===== src/rtl/regfile_write_buffer.sv =====
// regfile_write_buffer
//   Write-side staging FIFO in front of the 32x32 register file. Requests are
//   accepted over a valid/ready handshake and drained one per cycle into a
//   registered WriteRegister/WriteData/RegWrite stage. Writes to register 0
//   are accepted but dropped.
//
//   Optional feature macro: WRBUF_BYPASS_EN
//     defined   -> two combinational lookup ports return the newest pending
//                  value (queue entries, then the output stage).
//     undefined -> LookupHit1/2 and LookupData1/2 are tied to 0.
//
// Ports:
//   Clk, Reset_n                     clock / async active-low reset
//   InValid, InReady                 request handshake
//   InRegister, InData               request payload
//   DrainEn                          allow a pop toward the regfile
//   WriteRegister, WriteData, RegWrite  registered regfile write port
//   LookupRegister1/2                bypass lookup addresses
//   LookupData1/2, LookupHit1/2      bypass results
//   Count, Empty, Full               queue occupancy (output stage excluded)
module regfile_write_buffer #(
  parameter int DEPTH = 4,
  parameter int AW    = 5,
  parameter int DW    = 32
) (
  input  logic                     Clk,
  input  logic                     Reset_n,
  input  logic                     InValid,
  output logic                     InReady,
  input  logic [AW-1:0]            InRegister,
  input  logic [DW-1:0]            InData,
  input  logic                     DrainEn,
  output logic [AW-1:0]            WriteRegister,
  output logic [DW-1:0]            WriteData,
  output logic                     RegWrite,
  input  logic [AW-1:0]            LookupRegister1,
  input  logic [AW-1:0]            LookupRegister2,
  output logic [DW-1:0]            LookupData1,
  output logic [DW-1:0]            LookupData2,
  output logic                     LookupHit1,
  output logic                     LookupHit2,
  output logic [$clog2(DEPTH):0]   Count,
  output logic                     Empty,
  output logic                     Full
);

  localparam int PW = $clog2(DEPTH);
  localparam int CW = PW + 1;

  logic [DEPTH-1:0][AW-1:0] mem_reg;
  logic [DEPTH-1:0][DW-1:0] mem_data;
  logic [PW-1:0]            wr_ptr, rd_ptr;
  logic                     accept, push, pop;

  assign Full    = (Count == CW'(DEPTH));
  assign Empty   = (Count == '0);
  // Gated by reset so upstream never sees a handshake while the buffer is held.
  assign InReady = Reset_n && !Full;
  assign accept  = InValid && InReady;
  // Register 0 writes complete the handshake but never enter the queue.
  assign push    = accept && (InRegister != '0);
  // Count is the pre-edge value, so a just-accepted entry cannot fall through.
  assign pop     = DrainEn && (Count != '0);

  always_ff @(posedge Clk) begin
    if (push) begin
      mem_reg[wr_ptr]  <= InRegister;
      mem_data[wr_ptr] <= InData;
    end
  end

  always_ff @(posedge Clk or negedge Reset_n) begin
    if (!Reset_n) begin
      wr_ptr        <= '0;
      rd_ptr        <= '0;
      Count         <= '0;
      RegWrite      <= 1'b0;
      WriteRegister <= '0;
      WriteData     <= '0;
    end else begin
      if (push) wr_ptr <= wr_ptr + 1'b1;
      if (pop) begin
        rd_ptr        <= rd_ptr + 1'b1;
        WriteRegister <= mem_reg[rd_ptr];
        WriteData     <= mem_data[rd_ptr];
      end
      RegWrite <= pop;
      Count    <= Count + CW'(push) - CW'(pop);
    end
  end

`ifdef WRBUF_BYPASS_EN
  logic [1:0][AW-1:0] lk_reg;
  logic [1:0][DW-1:0] lk_data;
  logic [1:0]         lk_hit;
  logic [PW-1:0]      idx;

  assign lk_reg = {LookupRegister2, LookupRegister1};

  // Scan oldest-to-youngest so later matches overwrite earlier ones; the
  // output stage is checked first, giving it the lowest priority.
  always_comb begin
    lk_hit  = '0;
    lk_data = '0;
    idx     = '0;
    for (int p = 0; p < 2; p++) begin
      if (lk_reg[p] != '0) begin
        if (RegWrite && (WriteRegister == lk_reg[p])) begin
          lk_hit[p]  = 1'b1;
          lk_data[p] = WriteData;
        end
        for (int i = 0; i < DEPTH; i++) begin
          idx = rd_ptr + PW'(i);
          if ((CW'(i) < Count) && (mem_reg[idx] == lk_reg[p])) begin
            lk_hit[p]  = 1'b1;
            lk_data[p] = mem_data[idx];
          end
        end
      end
    end
  end

  assign LookupHit1  = lk_hit[0];
  assign LookupHit2  = lk_hit[1];
  assign LookupData1 = lk_data[0];
  assign LookupData2 = lk_data[1];
`else
  logic unused_lookup;
  assign unused_lookup = ^{LookupRegister1, LookupRegister2};
  assign LookupHit1    = 1'b0;
  assign LookupHit2    = 1'b0;
  assign LookupData1   = '0;
  assign LookupData2   = '0;
`endif

endmodule

===== config.mk =====
export PLATFORM = sky130hd
export DESIGN_NAME = regfile_write_buffer
export DESIGN_NICKNAME = d
export VERILOG_FILES = /design/src/rtl/regfile_write_buffer.sv
export SDC_FILE = /design/constraint.sdc
export NUM_CORES = 1
export LEC_CHECK = 0
export CORE_ASPECT_RATIO = 0.7
export CORE_MARGIN = 5
export CORE_UTILIZATION = 53
export CTS_BUF_LIST = sky130_fd_sc_hd__clkbuf_8
export CTS_CLUSTER_SIZE = 20
export DETAILED_ROUTE_END_ITERATION = 10
export GPL_ROUTABILITY_DRIVEN = 0
export PLACE_DENSITY = 0.82
export SKIP_LAST_GASP = 1
export SYNTH_ARGS = -nofsm -noshare
export SYNTH_HDL_FRONTEND = slang
export SYNTH_SLANG_ARGS = --single-unit

===== constraint.sdc =====
create_clock -name Clk -period 2.4 [get_ports Clk]
set_input_delay 0.48 -clock Clk [delete_from_list [all_inputs] [get_ports Clk]]
set_output_delay 0.48 -clock Clk [all_outputs]
set_load 0.02 [all_outputs]

# [Yosys cells after proc, flatten, opt, wreduce, memory -nomap -nowiden]
# Index checks and enable logic that the tools add are counted.
[op_classes] add_sub_neg=4 magnitude_cmp=3 eq_ne=1 muxes=10 n_reduce_logical=9
[op_table] operator="bitwise mux 128 bit" n=1
[op_table] operator="binary-select mux 32 bit (select 2 bit)" n=1
[op_table] operator="demux 32 bit (select 2 bit)" n=1
[op_table] operator="two-way mux 32 bit" n=2
[op_table] operator="bitwise mux 20 bit" n=1
[op_table] operator="binary-select mux 5 bit (select 2 bit)" n=1
[op_table] operator="demux 5 bit (select 2 bit)" n=1
[op_table] operator="two-way mux 5 bit" n=2
[op_table] operator="less-than comparator 2 x 3 -> 1 bit (second input constant)" n=2
[op_table] operator="logical AND 1 bit" n=5
[op_table] operator="nonzero test 5 bit" n=1
[op_table] operator="adder 2 x 1 -> 2 bit (second input constant)" n=2
[op_table] operator="adder 3 x 1 -> 3 bit" n=1
[op_table] operator="equality test 3 bit (second input constant)" n=1
[op_table] operator="logical NOT 3 bit" n=1
[op_table] operator="nonzero test 3 bit" n=1
[op_table] operator="subtractor 3 x 1 -> 3 bit" n=1
[op_table] operator="greater-or-equal comparator 2 x 1 -> 1 bit (second input constant)" n=1
[op_table] operator="logical NOT 1 bit" n=1
[word_totals] regBits=193

# [Longest topological paths before layout]
# Gate-level depths: netlist (run 1).
[depth] word_depth=7 mapped_depth=10 depth_no_buf=10

# [Worst setup path after synthesis (run 1)]
# No wires, ideal clock.
[synth_timing] path_kind="register -> register" start="register Count[2]" end="register Count[2]" setup_ps=123 t_arrival_ps=2638 required_time_ps=2277 slack_ps=-361 path_stages_with_launch=11 path_buffers=0 synth_period_minus_slack_ps=2761 cell_sequence="dfrtp_1 -> nor3b_1 -> nor2b_1 -> o211a_4 -> inv_2 -> ha_1 -> inv_1 -> ha_1 -> fa_1 -> xnor2_1 -> xnor2_1"
[synth_between] elab_chain_len=7 elab_cells_between_ends=9 classes_between="add/sub: 2; eq/ne: 1; reduce/logical: 6"
[synth_lines] element="from (decl)" line_no="42" source="output logic [$clog2(DEPTH):0] Count,"
[synth_lines] element="from (signal assigned)" line_no="88" source="Count <= Count + CW'(push) - CW'(pop);"
[synth_lines] element="equality test 3 bit" line_no="55" source="assign Full = (Count == CW'(DEPTH));"
[synth_lines] element="named net Full" line_no="44" source="output logic Full"
[synth_lines] element="logical NOT 1 bit" line_no="58" source="assign InReady = Reset_n && !Full;"
[synth_lines] element="logical AND 1 bit" line_no="58"
[synth_lines] element="named net InReady" line_no="29" source="output logic InReady,"
[synth_lines] element="logical AND 1 bit" line_no="59" source="assign accept = InValid && InReady;"
[synth_lines] element="logical AND 1 bit" line_no="61" source="assign push = accept && (InRegister != '0);"
[synth_lines] element="adder 3 x 1 -> 3 bit" line_no="88"
[synth_lines] element="subtractor 3 x 1 -> 3 bit" line_no="88"
# The timed path passes the listed nets, and every way through them passes these cells.
# A chain may end at the register's enable or synchronous reset.

# [Final worst setup path (run 1)]
[layout_timing] start="input InRegister[0]" end="register Count[2]"
[layout_between] elab_chain_len=4
[layout_lines] element="from (decl)" line_no="30" source="input logic [AW-1:0] InRegister,"
[layout_lines] element="nonzero test 5 bit" line_no="61"
[layout_lines] element="logical AND 1 bit" line_no="61"
[layout_lines] element="adder 3 x 1 -> 3 bit" line_no="88"
[layout_lines] element="subtractor 3 x 1 -> 3 bit" line_no="88"
# Every way passes these cells.

==> out/metrics.cfg, run 1 <==
[pwr]
p_int_uw = 7220
clkPwrFrac = 0.195
netSwitchingFraction = 0.304
leakagePower_uw = 0.00333
switchingPower_uw = 3160
p_per_area_mw_per_mm2 = 1130
p_seq_frac = 0.453
combPwrFrac = 0.352
peakVddDrop_mv = 0.661

[clock_network]
clk_latency_ns = 0.45
cts_max_level = 4
cts.clk_slew.worst_paths_ns = 0.10
postCtsSetupBuffers = 0
numCtsBuffers = 17
cts_tree = built
clkSinkCount = 193
cts_root_buf = clkbuf_8
cts_buffer_depth = 2

[sta]
fin_skew_ns = 0.0134
hold_violations = 0
hold_slack_ns = 0.250
slew_viol_final = 0
fin_crit_ns = 2.43
rsz0062_at_grt = yes
setup_viol_count_final = 1
max_freq_mhz = 412
min_period_over_period = 1.01
maxSlewHeadroom = 0.572
worstMarginPinSlew_ns = 0.642
setup_slack_ns = -0.0274

[final_layout]
stdcell_count = 695
final_util = 0.633
nFillCells = 950
seq_area_mm2 = 0.00557
multiInputGateArea_mm2 = 0.00183
largest_register_ffs = 128
fin_area_mm2 = 0.00917
syn_to_final_growth_pct = 18.5
layout.nets = 544
final_layout_size_suffix_gt1_frac = 0.277

[floorplanning]
core_area_mm2 = 0.0145
die_y_um = 111
rows = 37
die_w_um = 154
dieArea_mm2 = 0.0172
initial_utilization = 0.534
io-pin-count = 161

[worst_setup_path]
critPathCaptureType = flip-flop
cp_cell_sequence = clkdlybuf4s50_1, or4_4, o211a_4, inv_2, ha_1, inv_1, ha_1, fa_1, xnor2_2, xnor2_1
worstPathRequired_ns = 2.74
critical_path_class = in -> reg
cpPeakStageDelay_ns = 0.54
start_kind = primary input
worst-path-buf-inv = 3
crit_fanout = 2
crit_family = adder cells
path_common_cell = ha_1
slowest_stage = or4_4
crit_arrival_ns = 2.77

[route]
met1_length_um = 5810
wl_met2_um = 6920
route.detailed.wl_per_inst_um = 19.8
ant_nets = 0
drc_errors = 0
totalWireLength_um = 13800
drtPass1Iterations = 5
drt-initial-drc-count = 298
vias = 3455
viasPerCell = 4.97
wl_met3_um = 953
highest_layer = met4

[global_routing]
grt_pass1_vias = 3638
grt_use_total = 0.164
grt-ovfl-total = 0
grt_max_degree = 46
grt_pass1_wl_um = 21000
antenna_found_initial = 0

[synth]
synth_area_mm2 = 0.00774
synth-seq-cells = 193
post_synth_num_cell_types = 23
yosys_warnings = 0
syn_inst = 377
avgSynthCellArea_um2 = 20.5
ys_seq_area_frac = 0.720

[placement]
io_buffers = 84
dp_hpwl_um = 8870
place_area_mm2 = 0.00878
place_ws_ns = -0.470
dp.cells = 662

[min_path]
hp-class = in -> async

[job]
drv_cap = 0

[outcome]
outcome = finished, violations left
violations = negative setup slack

cells by family (layout without fill, tap and decap cells):
family                     Yosys count  count (layout)  synth area share
muxes                               75              75             0.172
and+or+nand+nor                     10              10           0.00906
buffers and inverters               85             142            0.0780
DFF                                193             193             0.720
AOI/OAI and AO/OA                    1               1           0.00226
xor gates and xnor gates             5               5           0.00566
adders and majority gates            7               7            0.0123
other                                1              67          0.000485
per-layer routing:
metal  vias up  GRT usage
li1       1537          -
met3        10     0.0523
met4         0     0.0406
met2       123      0.263
met5         -          0
met1      1785      0.221
synthesized netlist by cell type:
cell | instances | area (um2)
conb_1 | 1 | 3.75
dfrtp_1 | 45 | 1130
edfxtp_1 | 148 | 4440
nor2b_1 | 1 | 6.26
ha_1 | 6 | 75.1
or4_4 | 1 | 11.3
o211a_4 | 1 | 17.5
clkbuf_1 | 2 | 7.51
buf_6 | 3 | 33.8
inv_1 | 5 | 18.8
nor3b_1 | 1 | 7.51
mux2_2 | 19 | 214
and2_1 | 4 | 25.0
buf_4 | 68 | 510
nand2_1 | 1 | 3.75
buf_2 | 5 | 25.0
xnor2_1 | 5 | 43.8
fa_1 | 1 | 20.0
nand2b_1 | 1 | 6.26
nor3_2 | 1 | 10.0
mux2_4 | 19 | 285
mux4_2 | 37 | 833
inv_2 | 2 | 7.51
worst reg2reg max path: stages (launching register included):
cell,delay [ns]
dfrtp_1,0.44
nor3b_2,0.20
nor2b_2,0.16
o211a_4,0.18
inv_2,0.03
ha_1,0.26
inv_1,0.04
ha_1,0.19
fa_1,0.41
xnor2_2,0.15
xnor2_1,0.13
layout make-up:
| cell class | count | area share |
|---|---|---|
| Antenna cell | 1 | 0.000273 |
| Clock buffer | 17 | 0.0255 |
| Clock inverter | 15 | 0.0158 |
| Inverter | 7 | 0.00287 |
| Multi-Input combinational cell | 164 | 0.199 |
| Sequential cell | 193 | 0.608 |
| Tap cell | 195 | 0.0266 |
| Timing Repair Buffer | 103 | 0.122 |
power groups by stage:
stage / clock (uW) / combinational (uW) / sequential (uW)
6_report: 2020 / 3650 / 4700
5_1_grt: 2210 / 3890 / 4800
4_1_cts: 2070 / 3710 / 4720
3_5_place_dp: 0 / 3690 / 4780
3_3_place_gp: 0 / 3620 / 4730
2_1_floorplan: 0 / 2030 / 5030
repair_timing:
action                     in CTS  in global routing
setup endpoints to repair       0                  2
gates resized for setup         0                  2
hold buffers                    0                  0
path summary, 6_finish.rpt:
check / start / endpoint / slack, ns / depth (start not counted)
min in group Clk: WriteData[0] / WriteData[0] / 0.51 / 1
max in group asynchronous: Reset_n / rd_ptr[0] / 1.68 / 2
min reg2reg: WriteData[0] / WriteData[0] / 0.51 / 1
max: InRegister[0] / Count[2] / -0.03 / 10
max reg2reg: Count[2] / Count[2] / 0.10 / 10
min: Reset_n / WriteData[25] / 0.25 / 2
placed cells by master, fill, tap and decap left out, types with 2 or more instances in the layout:
master           count
edfxtp_1           148
xnor2_1              4
buf_4                8
clkinvlp_4           5
mux2_2              19
mux4_2              37
dfrtp_2              2
clkbuf_8            17
clkinv_2             2
clkdlybuf4s50_1     82
inv_1                6
clkinv_4             2
bufinv_16            2
buf_12              11
mux2_4              19
ha_1                 6
conb_1              66
dfrtp_1             43
clkinv_1             2
inv_2                2
and2_2               4
stage by stage:
stage	TNS, ns	total power, uW
global placement	-16.06	8340
global route	-0.0616	10900
finish	-0.0274	10400
detailed placement	-16.33	8470
floorplan	-0.174	7060
CTS	0	10500
(Power assumes the default switching activity.)
==> inputs of run 2 (changes only) <==
--- a/config.mk
+++ b/config.mk
@@ -9,9 +9,11 @@
 export CORE_MARGIN = 5
 export CORE_UTILIZATION = 53
 export CTS_BUF_LIST = sky130_fd_sc_hd__clkbuf_8
+export CTS_CLUSTER_DIAMETER = 100
 export CTS_CLUSTER_SIZE = 20
 export DETAILED_ROUTE_END_ITERATION = 10
 export GPL_ROUTABILITY_DRIVEN = 0
+export HOLD_SLACK_MARGIN = 0.06
 export PLACE_DENSITY = 0.82
 export SKIP_LAST_GASP = 1
 export SYNTH_ARGS = -nofsm -noshare
==> constraint.sdc (replaced) <==
create_clock -name Clk -period 2.6 [get_ports Clk]
set_input_delay 0.52 -clock Clk [delete_from_list [all_inputs] [get_ports Clk]]
set_output_delay 0.52 -clock Clk [all_outputs]
set_load 0.02 [all_outputs]
==> run 2 against run 1 <==
Net effect:
- the run now ends clean
- combinational power fell by 8.5%
- final cell count fell by 0.14%
- final area barely moved
- clock power fell by 4%
- register-to-register slack improved by 0.19 ns
- routed wire length fell by 1.9%
- critical path depth did not move
- critical path type unchanged
- critical endpoint unchanged
- largest cell class unchanged
- highest routed layer is now met5
==> out/metrics.cfg, run 2 (synthesis gave the netlist of run 1 again) <==
[outcome]
outcome = completed

[clock_network]
postCtsSetupBuffers = 0
postCtsHoldBufs = 0
cts.clk_slew.worst_paths_ns = 0.10
clkSinkCount = 193
cts_max_level = 4
cts_buffer_depth = 2
cts_tree = built
post_cts_resized = 0
cts_root_buf = clkbuf_8
numCtsBuffers = 17
clk_latency_ns = 0.45

[sta]
maxSlewHeadroom = 0.562
hold_violations = 0
min_period_over_period = 0.987
fin_crit_ns = 2.57
hold_slack_ns = 0.262
slew_viol_final = 0
rsz0062_at_grt = no
tns_ns = 0
fin_skew_ns = 0.0176
worstMarginPinSlew_ns = 0.657
max_freq_mhz = 390
setup_viol_count_final = 0

[final_layout]
final_cell_mix = edfxtp_1 (148), clkdlybuf4s50_1 (83), conb_1 (66), dfrtp_1 (43), mux4_2 (37)
final_util = 0.633
layout.nets = 544
largest_register_ffs = 128
fin_area_mm2 = 0.00917
syn_to_final_growth_pct = 18.5
n_antenna_cell = 0
final_layout_size_suffix_gt1_frac = 0.277
final_common_cell = edfxtp_1

[worst_setup_path]
reg2reg_slack_ns = 0.29
critPathCaptureType = flip-flop
worstPathRequired_ns = 2.96
cpPeakStageDelay_ns = 0.57
crit_family = adder cells
r2r_end = Count[2]
reg2reg_from = Count[2]
critical_path_class = in -> reg
slowest_stage = or4_4
reg2reg_depth = 10
crit_fanout = 5
start_kind = primary input
crit_arrival_ns = 2.93
cp_cell_sequence = clkdlybuf4s50_1, or4_4, o211a_4, inv_2, ha_1, inv_1, ha_1, fa_1, xnor2_1, xnor2_1
worst-path-buf-inv = 3

[placement]
dp_hpwl_um = 9090
io_buffers = 84
place_area_mm2 = 0.00876

[route]
drt-initial-drc-count = 150
highest_layer = met5
wl_met2_um = 6940
met1_length_um = 5700
vias = 3486
viasPerCell = 5.02
wl_met3_um = 768
ant_nets = 0
totalWireLength_um = 13500
drc_errors = 0
drtPass1Iterations = 4
route.detailed.wl_per_inst_um = 19.5

[pwr]
p_per_area_mw_per_mm2 = 1050
peakVddDrop_mv = 0.621
leakagePower_uw = 0.00333
total_power_uw = 9620

[global_routing]
antenna_found_initial = 1
grt_pass1_vias = 3796
grt_use_total = 0.162
grt-ovfl-total = 0
grt_max_degree = 46
grt_pass1_wl_um = 21000

[floorplanning]
dieArea_mm2 = 0.0172
rows = 37
die_y_um = 111
core_area_mm2 = 0.0145
io-pin-count = 161
initial_utilization = 0.534
die_w_um = 154

[min_path]
hp-class = in -> async

[job]
drv_cap = 0

-- run 2: stage by stage --
step                worst slack (ns)  std cells
CTS                           0.0585        694
detailed placement            -0.401        662
global route                  0.0147        694
floorplan                    -0.0511        442
global placement              -0.336        662
finish                        0.0332        694
-- run 2: how the worst max path moves through the flow --
stage,startpoint,endpoint,slack (ns),cells after the start
6_report,InRegister[0],Count[2],0.03,10
5_1_grt,InRegister[0],Count[2],0.01,10
4_1_cts,InRegister[0],Count[2],0.06,10
3_5_place_dp,InRegister[0],Count[2],-0.40,10
3_3_place_gp,InRegister[0],Count[2],-0.34,10
2_1_floorplan,Count[2],Count[2],-0.05,10
-- run 2: area by class of cell --
| class | count | area, um2 |
|---|---|---|
| Clock buffer | 18 | 248 |
| Clock inverter | 14 | 156 |
| Fill cell | 987 | 5320 |
| Inverter | 7 | 26.3 |
| Multi-Input combinational cell | 164 | 1820 |
| Sequential cell | 193 | 5570 |
| Tap cell | 195 | 244 |
| Timing Repair Buffer | 103 | 1100 |
-- run 2: worst register-to-register path, stage by stage, from the launching register on --
cell	delay [ns]
dfrtp_1	0.43
nor3b_2	0.18
nor2b_1	0.20
o211a_4	0.20
inv_2	0.03
ha_1	0.26
inv_1	0.04
ha_1	0.19
fa_1	0.38
xnor2_1	0.18
xnor2_1	0.15
-- run 2: routing by layer --
layer  global-route usage  vias to the layer above
li1                     -                     1533
met1                0.212                     1830
met2                0.269                      109
met3               0.0464                       12
met4               0.0406                        2
met5                    0                        -
-- run 2: where the power goes --
group | internal [uW] | switching (uW)
combinational | 1850 | 1490
sequential | 3950 | 395
clock | 898 | 1040
==> inputs of run 3 (changes only) <==
==> constraint.sdc (replaced) <==
create_clock -name Clk -period 2.6 [get_ports Clk]
set_input_delay 0.39 -clock Clk [delete_from_list [all_inputs] [get_ports Clk]]
set_output_delay 0.39 -clock Clk [all_outputs]
set_load 0.02 [all_outputs]
==> run 3 against run 2 <==
Net effect:
- critical path depth unchanged
- total power increased by 0.86%
- setup slack improved by 0.13 ns
- fmax increased by 5.4%
- core utilization increased by 0.16 points
- sequential cell count unchanged
- register-to-register slack about the same
- die area unchanged
- largest power group unchanged
- clock skew decreased by 0.0043 ns
==> out/metrics.cfg, run 3 (synthesis gave the netlist of run 1 again) <==
[route]
drtPass1Iterations = 4
route.detailed.wl_per_inst_um = 19.5
drc_errors = 0
vias = 3475
totalWireLength_um = 13500
ant_nets = 0
drt-initial-drc-count = 151
viasPerCell = 5.01

[job]
drv_cap = 0

[pwr]
p_seq_frac = 0.448
p_int_uw = 6800
p_per_area_mw_per_mm2 = 1060
netSwitchingFraction = 0.300
switchingPower_uw = 2910
peakVddDrop_mv = 0.631
leakagePower_uw = 0.00335
clkPwrFrac = 0.209
combPwrFrac = 0.343

[final_layout]
final_layout_size_suffix_gt1_frac = 0.275
layout.nets = 544
final_common_cell = edfxtp_1
n_antenna_cell = 0
final_cell_mix = edfxtp_1 (148), clkdlybuf4s50_1 (83), conb_1 (66), dfrtp_1 (43), mux4_2 (37)
syn_to_final_growth_pct = 18.8
largest_register_ffs = 128
final_util = 0.634

[min_path]
hp-class = in -> async

[worst_setup_path]
cp_cell_sequence = clkdlybuf4s50_1, or4_4, o211a_4, inv_2, ha_1, inv_1, ha_1, fa_1, xnor2_1, xnor2_1
crit_family = adder cells
cpPeakStageDelay_ns = 0.57
start_kind = primary input
critPathCaptureType = flip-flop
worst-path-buf-inv = 3
crit_fanout = 5
worstPathRequired_ns = 2.96
slowest_stage = or4_4
crit_arrival_ns = 2.80
critical_path_class = in -> reg

[clock_network]
cts_buffer_depth = 2
cts_tree = built
numCtsBuffers = 17
cts.clk_slew.worst_paths_ns = 0.10
clk_latency_ns = 0.45
post_cts_resized = 0
cts_root_buf = clkbuf_8
cts_max_level = 4
clkSinkCount = 193
postCtsHoldBufs = 0
postCtsSetupBuffers = 0

[sta]
worstMarginPinSlew_ns = 0.659
fin_crit_ns = 2.43
fin_skew_ns = 0.0133
min_period_over_period = 0.936
max_freq_mhz = 411
maxSlewHeadroom = 0.561
rsz0062_at_grt = no
setup_viol_count_final = 0
hold_violations = 0
slew_viol_final = 0
setup_slack_ns = 0.166

[floorplanning]
rows = 37
initial_utilization = 0.534
die_w_um = 154
dieArea_mm2 = 0.0172
io-pin-count = 161
die_y_um = 111
core_area_mm2 = 0.0145

[global_routing]
grt_use_total = 0.163
grt-ovfl-total = 0
grt_pass1_vias = 3761
grt_pass1_wl_um = 21000
grt_max_degree = 46
antenna_found_initial = 1

[placement]
io_buffers = 84
place_ws_ns = -0.277
dp_hpwl_um = 9070

[outcome]
outcome = completed

[run 3: cell types whose count changed in the layout (fill, tap and decap cells not counted)]
cell,previous run,this run
inv_1,6,7
inv_8,1,2
clkinv_2,1,0
bufinv_16,2,3
clkinv_4,3,1
[run 3: power by group through the flow]
stage	Combinational [uW]	Sequential (uW)	Clock, uW
after floorplan	1870	4640	0
after global placement	3300	4390	0
after detailed placement	3380	4430	0
after CTS	3390	4370	2080
after global routing	3540	4440	2210
final	3330	4340	2030
[run 3: cell type report]
| cell class | count | area (um2) |
|---|---|---|
| Clock buffer | 18 | 248 |
| Clock inverter | 14 | 179 |
| Fill cell | 982 | 5300 |
| Inverter | 7 | 26.3 |
| Multi-Input combinational cell | 164 | 1820 |
| Sequential cell | 193 | 5570 |
| Tap cell | 195 | 244 |
| Timing Repair Buffer | 103 | 1100 |
[run 3: final timing paths]
check                                    from             to  slack [ns]  depth (start not counted)
worst max-delay path            InRegister[0]       Count[2]        0.17                         10
worst min-delay path                  Reset_n  WriteData[24]        0.13                          2
worst max register to register       Count[2]       Count[2]        0.29                         10
worst min register to register   WriteData[8]   WriteData[8]        0.51                          1
max in group asynchronous             Reset_n      rd_ptr[1]        1.98                          2
min in group Clk                 WriteData[8]   WriteData[8]        0.51                          1
[run 3: metrics by stage]
| stage | instances | hold slack (ns) | cell area, um2 | power, uW | setup TNS (ns) |
|---|---|---|---|---|---|
| 3_3_place_gp | 662 | 0.493 | 8760 | 7680 | -0.274 |
| 6_report | 694 | 0.130 | 9190 | 9700 | 0 |
| 2_1_floorplan | 442 | 0.0944 | 7990 | 6510 | -0.0511 |
| 4_1_cts | 694 | 0.155 | 9190 | 9840 | 0 |
| 3_5_place_dp | 662 | 0.495 | 8760 | 7810 | -0.423 |
| 5_1_grt | 694 | 0.186 | 9190 | 10200 | 0 |
[run 3: metal layers]
metal  vias to the layer above  GRT usage  wire length, um
li1                       1528          -                -
met1                      1830      0.214             5710
met2                       102      0.269             6900
met3                        13     0.0527              800
met4                         2     0.0371              116
met5                         -          0               13
